[config.mk]
export PLATFORM = sky130hd
export DESIGN_NAME = demux_key_reg
export DESIGN_NICKNAME = d
export VERILOG_FILES = /design/src/rtl/demux_key_reg_pkg.sv /design/src/rtl/demux_key_reg_slot.sv /design/src/rtl/demux_key_reg.sv
export SDC_FILE = /design/constraint.sdc
export NUM_CORES = 1
export LEC_CHECK = 0
export ABC_AREA = 1
export CAP_MARGIN = 40
export CORE_AREA = 4 4 41 43
export DETAILED_ROUTE_END_ITERATION = 8
export DIE_AREA = 0 0 45 47
export GPL_TIMING_DRIVEN = 1
export PLACE_DENSITY = 0.67
export RECOVER_POWER = 25
export SLEW_MARGIN = 20
export SYNTH_ARGS = -nofsm -noshare
export SYNTH_HDL_FRONTEND = slang
export SYNTH_SLANG_ARGS = --single-unit
[constraint.sdc]
create_clock -name clk -period 0.9 [get_ports clk]
set_input_delay 0.09 -clock clk [delete_from_list [all_inputs] [get_ports clk]]
set_output_delay 0.09 -clock clk [all_outputs]
set_load 0.1 [all_outputs]
[src/rtl/demux_key_reg_pkg.sv]
// Shared defaults and helpers for the key-indexed stream demultiplexer.
package demux_key_reg_pkg;

  localparam int unsigned DEF_NR_KEY   = 2;
  localparam int unsigned DEF_KEY_LEN  = 1;
  localparam int unsigned DEF_DATA_LEN = 1;
  localparam int unsigned DEF_CNT_W    = 8;

  // Compared at 32 bits so that NR_KEY == 2**KEY_LEN does not truncate to zero.
  function automatic logic key_is_hit(input int unsigned key, input int unsigned nr_key);
    return key < nr_key;
  endfunction

endpackage

[src/rtl/demux_key_reg_slot.sv]
// One-entry valid/data register for a single output channel.
module demux_key_reg_slot #(
  parameter int unsigned DATA_LEN = 1
) (
  input  logic                clk,
  input  logic                rst,
  input  logic                i_load,
  input  logic                i_ready,
  input  logic [DATA_LEN-1:0] i_data,
  output logic                o_valid,
  output logic [DATA_LEN-1:0] o_data
);

  logic                r_valid;
  logic [DATA_LEN-1:0] r_data;
  logic                w_pop;

  assign w_pop = r_valid & i_ready;

  // Load wins over pop: a simultaneous pop and load replaces the beat in place.
  always_ff @(posedge clk) begin
    if (rst) begin
      r_valid <= 1'b0;
      r_data  <= '0;
    end else if (i_load) begin
      r_valid <= 1'b1;
      r_data  <= i_data;
    end else if (w_pop) begin
      r_valid <= 1'b0;
    end
  end

  assign o_valid = r_valid;
  assign o_data  = r_data;

endmodule

[src/rtl/demux_key_reg.sv]
// Key-indexed stream demux: one input beat routed to one of NR_KEY registered
// channels; out-of-range keys are accepted, dropped and counted.
module demux_key_reg
  import demux_key_reg_pkg::*;
#(
  parameter int unsigned NR_KEY   = DEF_NR_KEY,
  parameter int unsigned KEY_LEN  = DEF_KEY_LEN,
  parameter int unsigned DATA_LEN = DEF_DATA_LEN,
  parameter int unsigned CNT_W    = DEF_CNT_W
) (
  input  logic                       clk,
  input  logic                       rst,
  input  logic                       i_in_valid,
  output logic                       o_in_ready,
  input  logic [KEY_LEN-1:0]         i_in_key,
  input  logic [DATA_LEN-1:0]        i_in_data,
  output logic [NR_KEY-1:0]          o_out_valid,
  input  logic [NR_KEY-1:0]          i_out_ready,
  output logic [NR_KEY*DATA_LEN-1:0] o_out_data,
  output logic [CNT_W-1:0]           o_miss_cnt,
  output logic                       o_miss_pulse
);

  logic              w_hit;
  logic              w_slot_free;
  logic              w_accept;
  logic              w_miss_acc;
  logic [NR_KEY-1:0] w_load;
  logic [CNT_W-1:0]  r_miss_cnt;
  logic              r_miss_pulse;

  assign w_hit = key_is_hit(32'(i_in_key), NR_KEY);

  // A miss key matches no channel, so the slot stays "free" and misses never stall.
  always_comb begin
    w_slot_free = 1'b1;
    for (int i = 0; i < int'(NR_KEY); i++) begin
      if (i_in_key == KEY_LEN'(i)) w_slot_free = ~o_out_valid[i] | i_out_ready[i];
    end
  end

  assign o_in_ready = w_slot_free;
  assign w_accept   = i_in_valid & w_slot_free;
  assign w_miss_acc = w_accept & ~w_hit;

  for (genvar g = 0; g < int'(NR_KEY); g++) begin : g_slot
    assign w_load[g] = w_accept & w_hit & (i_in_key == KEY_LEN'(g));

    demux_key_reg_slot #(
      .DATA_LEN(DATA_LEN)
    ) u_slot (
      .clk    (clk),
      .rst    (rst),
      .i_load (w_load[g]),
      .i_ready(i_out_ready[g]),
      .i_data (i_in_data),
      .o_valid(o_out_valid[g]),
      .o_data (o_out_data[DATA_LEN*(g+1)-1 -: DATA_LEN])
    );
  end

  always_ff @(posedge clk) begin
    if (rst) begin
      r_miss_cnt   <= '0;
      r_miss_pulse <= 1'b0;
    end else begin
      r_miss_pulse <= w_miss_acc;
      if (w_miss_acc && (r_miss_cnt != {CNT_W{1'b1}})) r_miss_cnt <= r_miss_cnt + CNT_W'(1);
    end
  end

  assign o_miss_cnt   = r_miss_cnt;
  assign o_miss_pulse = r_miss_pulse;

endmodule

==> reports/summary.txt, run 1 <==
initial drt markers: 5
register area share after synthesis: 25.81%
synth top area cells: buf_4 31%, dfxtp_1 26%, inv_1 13%, nand2_1 9.7%, nand2_2 4.0%
Via-to-Cell Ratio: 3.680
fmax: 0.8870 GHz
die width: 45 um
fin area: 514.2 sq um
# fillers: 146
DR pass1 iterations: 3
Final Skew: 0.1150 ps
GRT Overall Usage: 6.161%
Yosys cell types: 11
drt wl/cell: 7.667 um
Core ar.: 0.001301 sq mm
Avg Inst Size Synth: 6.602 sq um
Initial Util: 23.85%
Synth Flop Type: dfxtp_1
vias in the first global route: 208
CTS buffer count: 3
Sw Pwr: 0.4037 mW
Finished Core Util: 39.52%
Layout Nets: 69
crit end category: output pin
Clock Power Share: 27.4%
failing checks: setup timing
synth-to-layout area growth: 65.73%
Clock Root Buffer: clkbuf_4
via count: 276
min cycle time layout: 1127 ps
count of final max-slew check failures: 0
Final GP Congestion: 0.7697
Post-Syn Instances: 47
setup violators final: 3
share of cells above drive strength 1: 36.67%
Commonest cells post-synth: 13 x buf_4, 11 x inv_1, 8 x nand2_1
RSZ-0062 raised after global routing: yes
pin count of the biggest net entering global routing: 6
total detailed-routing wirelength: 575 um
post-layout instance count excluding filler cells: 75
DIE AREA: 0.002115 sq mm
dpl cells: 71
total grt overflow: 0
final setup margin: -227.4 ps
Final Hold Vio Count: 0
pwr/cell area: 1643 mW/mm^2
row cnt: 13
Worst Hold Class: primary input to flop
clock edge transition at the registers on the reported setup and hold paths: 40 ps
CP Launch Type: flop
initial antenna violation count: 0
first-pass GRT wire length: 814 um
num ports: 21
ANT nets after route: 0
CTS max path bufs: 2
Pleak: 0.2820 nW
VDD IR max: 834.8 uV
max-cap viol count: 0
dpl hpwl: 448.5 um
count leader, synth: buf_4
Setup Crit Path Kind: flop to output pin
TritonCTS clock tree: yes
Int Power: 0.4413 mW
Remaining DRCs: 0
Post-Syn Area: 310.3 sq um
Comb pwr share: 48.6%
async set-reset flop share out of synthesis: 0%
Worst Path Required: 810 ps
H-tree depth: 1
YS warnings: 0
area leader, netlist: buf_4
Reg power frac: 24.0%
area of placed instances: 473.0 sq um
Sw Ratio: 47.78%
# port buffers: 11
Crit Path Max Fanout: 2
CP arrival: 1040 ps
setup TNS: -420.9 ps
n_diodes: 0
status: complete, but fails checks
Pwr Total: 0.8450 mW
EDFF count, synth: 0
clock latency at the later pin of the worst-skew pair: 240 ps
CTS Sinks: 4
share of the synthesized area in the top cell type: 31.45%
Final Cycle Share: 125.3%
Synth Register Bits: 4
Die Y: 47 um
==> what timing repair did <==
item | in CTS | in global routing
setup buffers | 1 | 1
hold buffers | 0 | 0
gates resized for setup | 7 | 3
endpoints found under the setup margin | 6 | 5
hold endpoints to repair | 0 | 0
==> path summary, 6_finish.rpt <==
kind | slack [ps] | end | cells past startpoint | start
setup / recovery | -230 | o_in_ready | 4 | g_slot[0].u_slot.o_valid
hold / removal | 450 | g_slot[0].u_slot.o_valid | 7 | i_out_ready[0]
hold reg to reg | 540 | g_slot[0].u_slot.o_data | 4 | g_slot[0].u_slot.o_data
setup reg to reg | 80 | g_slot[0].u_slot.o_data | 6 | g_slot[0].u_slot.o_valid
==> critical path, stage by stage (launching register included) <==
cell and delay (ps):
dfxtp_2 320, nand2_4 70, nor2_4 40, a31oi_4 170, buf_12 190
==> cells in the final DEF, fill, tap and decap left out <==
master and count:
inv_1 10, dfxtp_2 3, buf_12 5, nand4_1 2, nor2_1 2, nand3_1 1
buf_6 2, nor2_4 1, dlygate4sd2_1 2, nand2_1 8, buf_4 2, clkdlybuf4s50_1 4
nand2_2 1, conb_1 9, clkbuf_4 3, inv_2 1, nand3_2 1, nand2_4 1
dfxtp_4 1, a31oi_4 1
==> metal layers <==
| layer | GRT usage (%) | routed length [um] | up-vias |
|---|---|---|---|
| met5 | 0 | 0 | - |
| met4 | 8.772 | 25 | 0 |
| met3 | 3.448 | 87 | 3 |
| met2 | 8.757 | 240 | 17 |
| met1 | 5.227 | 222 | 114 |
| li1 | - | - | 142 |
==> sequential cells by signal, indices dropped and copies added (netlist names) <==
signal                 count
g_slot.u_slot.o_valid      2
g_slot.u_slot.o_data       2
==> logic make-up (layout without fill, tap and decap cells) <==
family / count (synthesis) / in the layout / share of synthesized area (%)
other cells: 1 / 9 / 1.209
simple gates: 17 / 17 / 26.21
compound gates: 1 / 1 / 2.017
flops: 4 / 4 / 25.81
buf+inv: 24 / 29 / 44.76
==> layout make-up <==
class	instances	area [sq um]	share of cell area [%]
repair buffers	15	195.2	37.96
multi-input cells	27	148.9	28.95
flip-flops and latches	4	87.58	17.03
inverters	11	41.29	8.029
clock buffers	3	22.52	4.380
well taps	15	18.77	3.650
==> through the flow <==
| stage | worst slack, ps | hold slack [ps] |
|---|---|---|
| after global routing | -263.3 | 474.4 |
| final | -227.4 | 450.4 |
| after floorplan | -207.2 | 259.0 |
| after detailed placement | -353.3 | 542.6 |
| after global placement | -312.6 | 538.9 |
| after CTS | -237.5 | 444.8 |
==> power groups by stage <==
stage / registers (mW) / logic (mW) / clock network, mW
global route: 0.204 / 0.424 / 0.257
finish: 0.203 / 0.410 / 0.232
detailed placement: 0.205 / 0.405 / 0
floorplan: 0.200 / 0.349 / 0
global placement: 0.205 / 0.404 / 0
CTS: 0.201 / 0.410 / 0.242
Power figures use the tool's default switching activity.
==> inputs of run 2 (changes only) <==
--- a/config.mk
+++ b/config.mk
@@ -8,6 +8,7 @@
 export ABC_AREA = 1
 export CAP_MARGIN = 40
 export CORE_AREA = 4 4 41 43
+export CTS_CLUSTER_DIAMETER = 30
 export DETAILED_ROUTE_END_ITERATION = 8
 export DIE_AREA = 0 0 45 47
 export GPL_TIMING_DRIVEN = 1
==> results of run 2 <==
No change in the layout: final DEF, timing and power equal those of run 1.
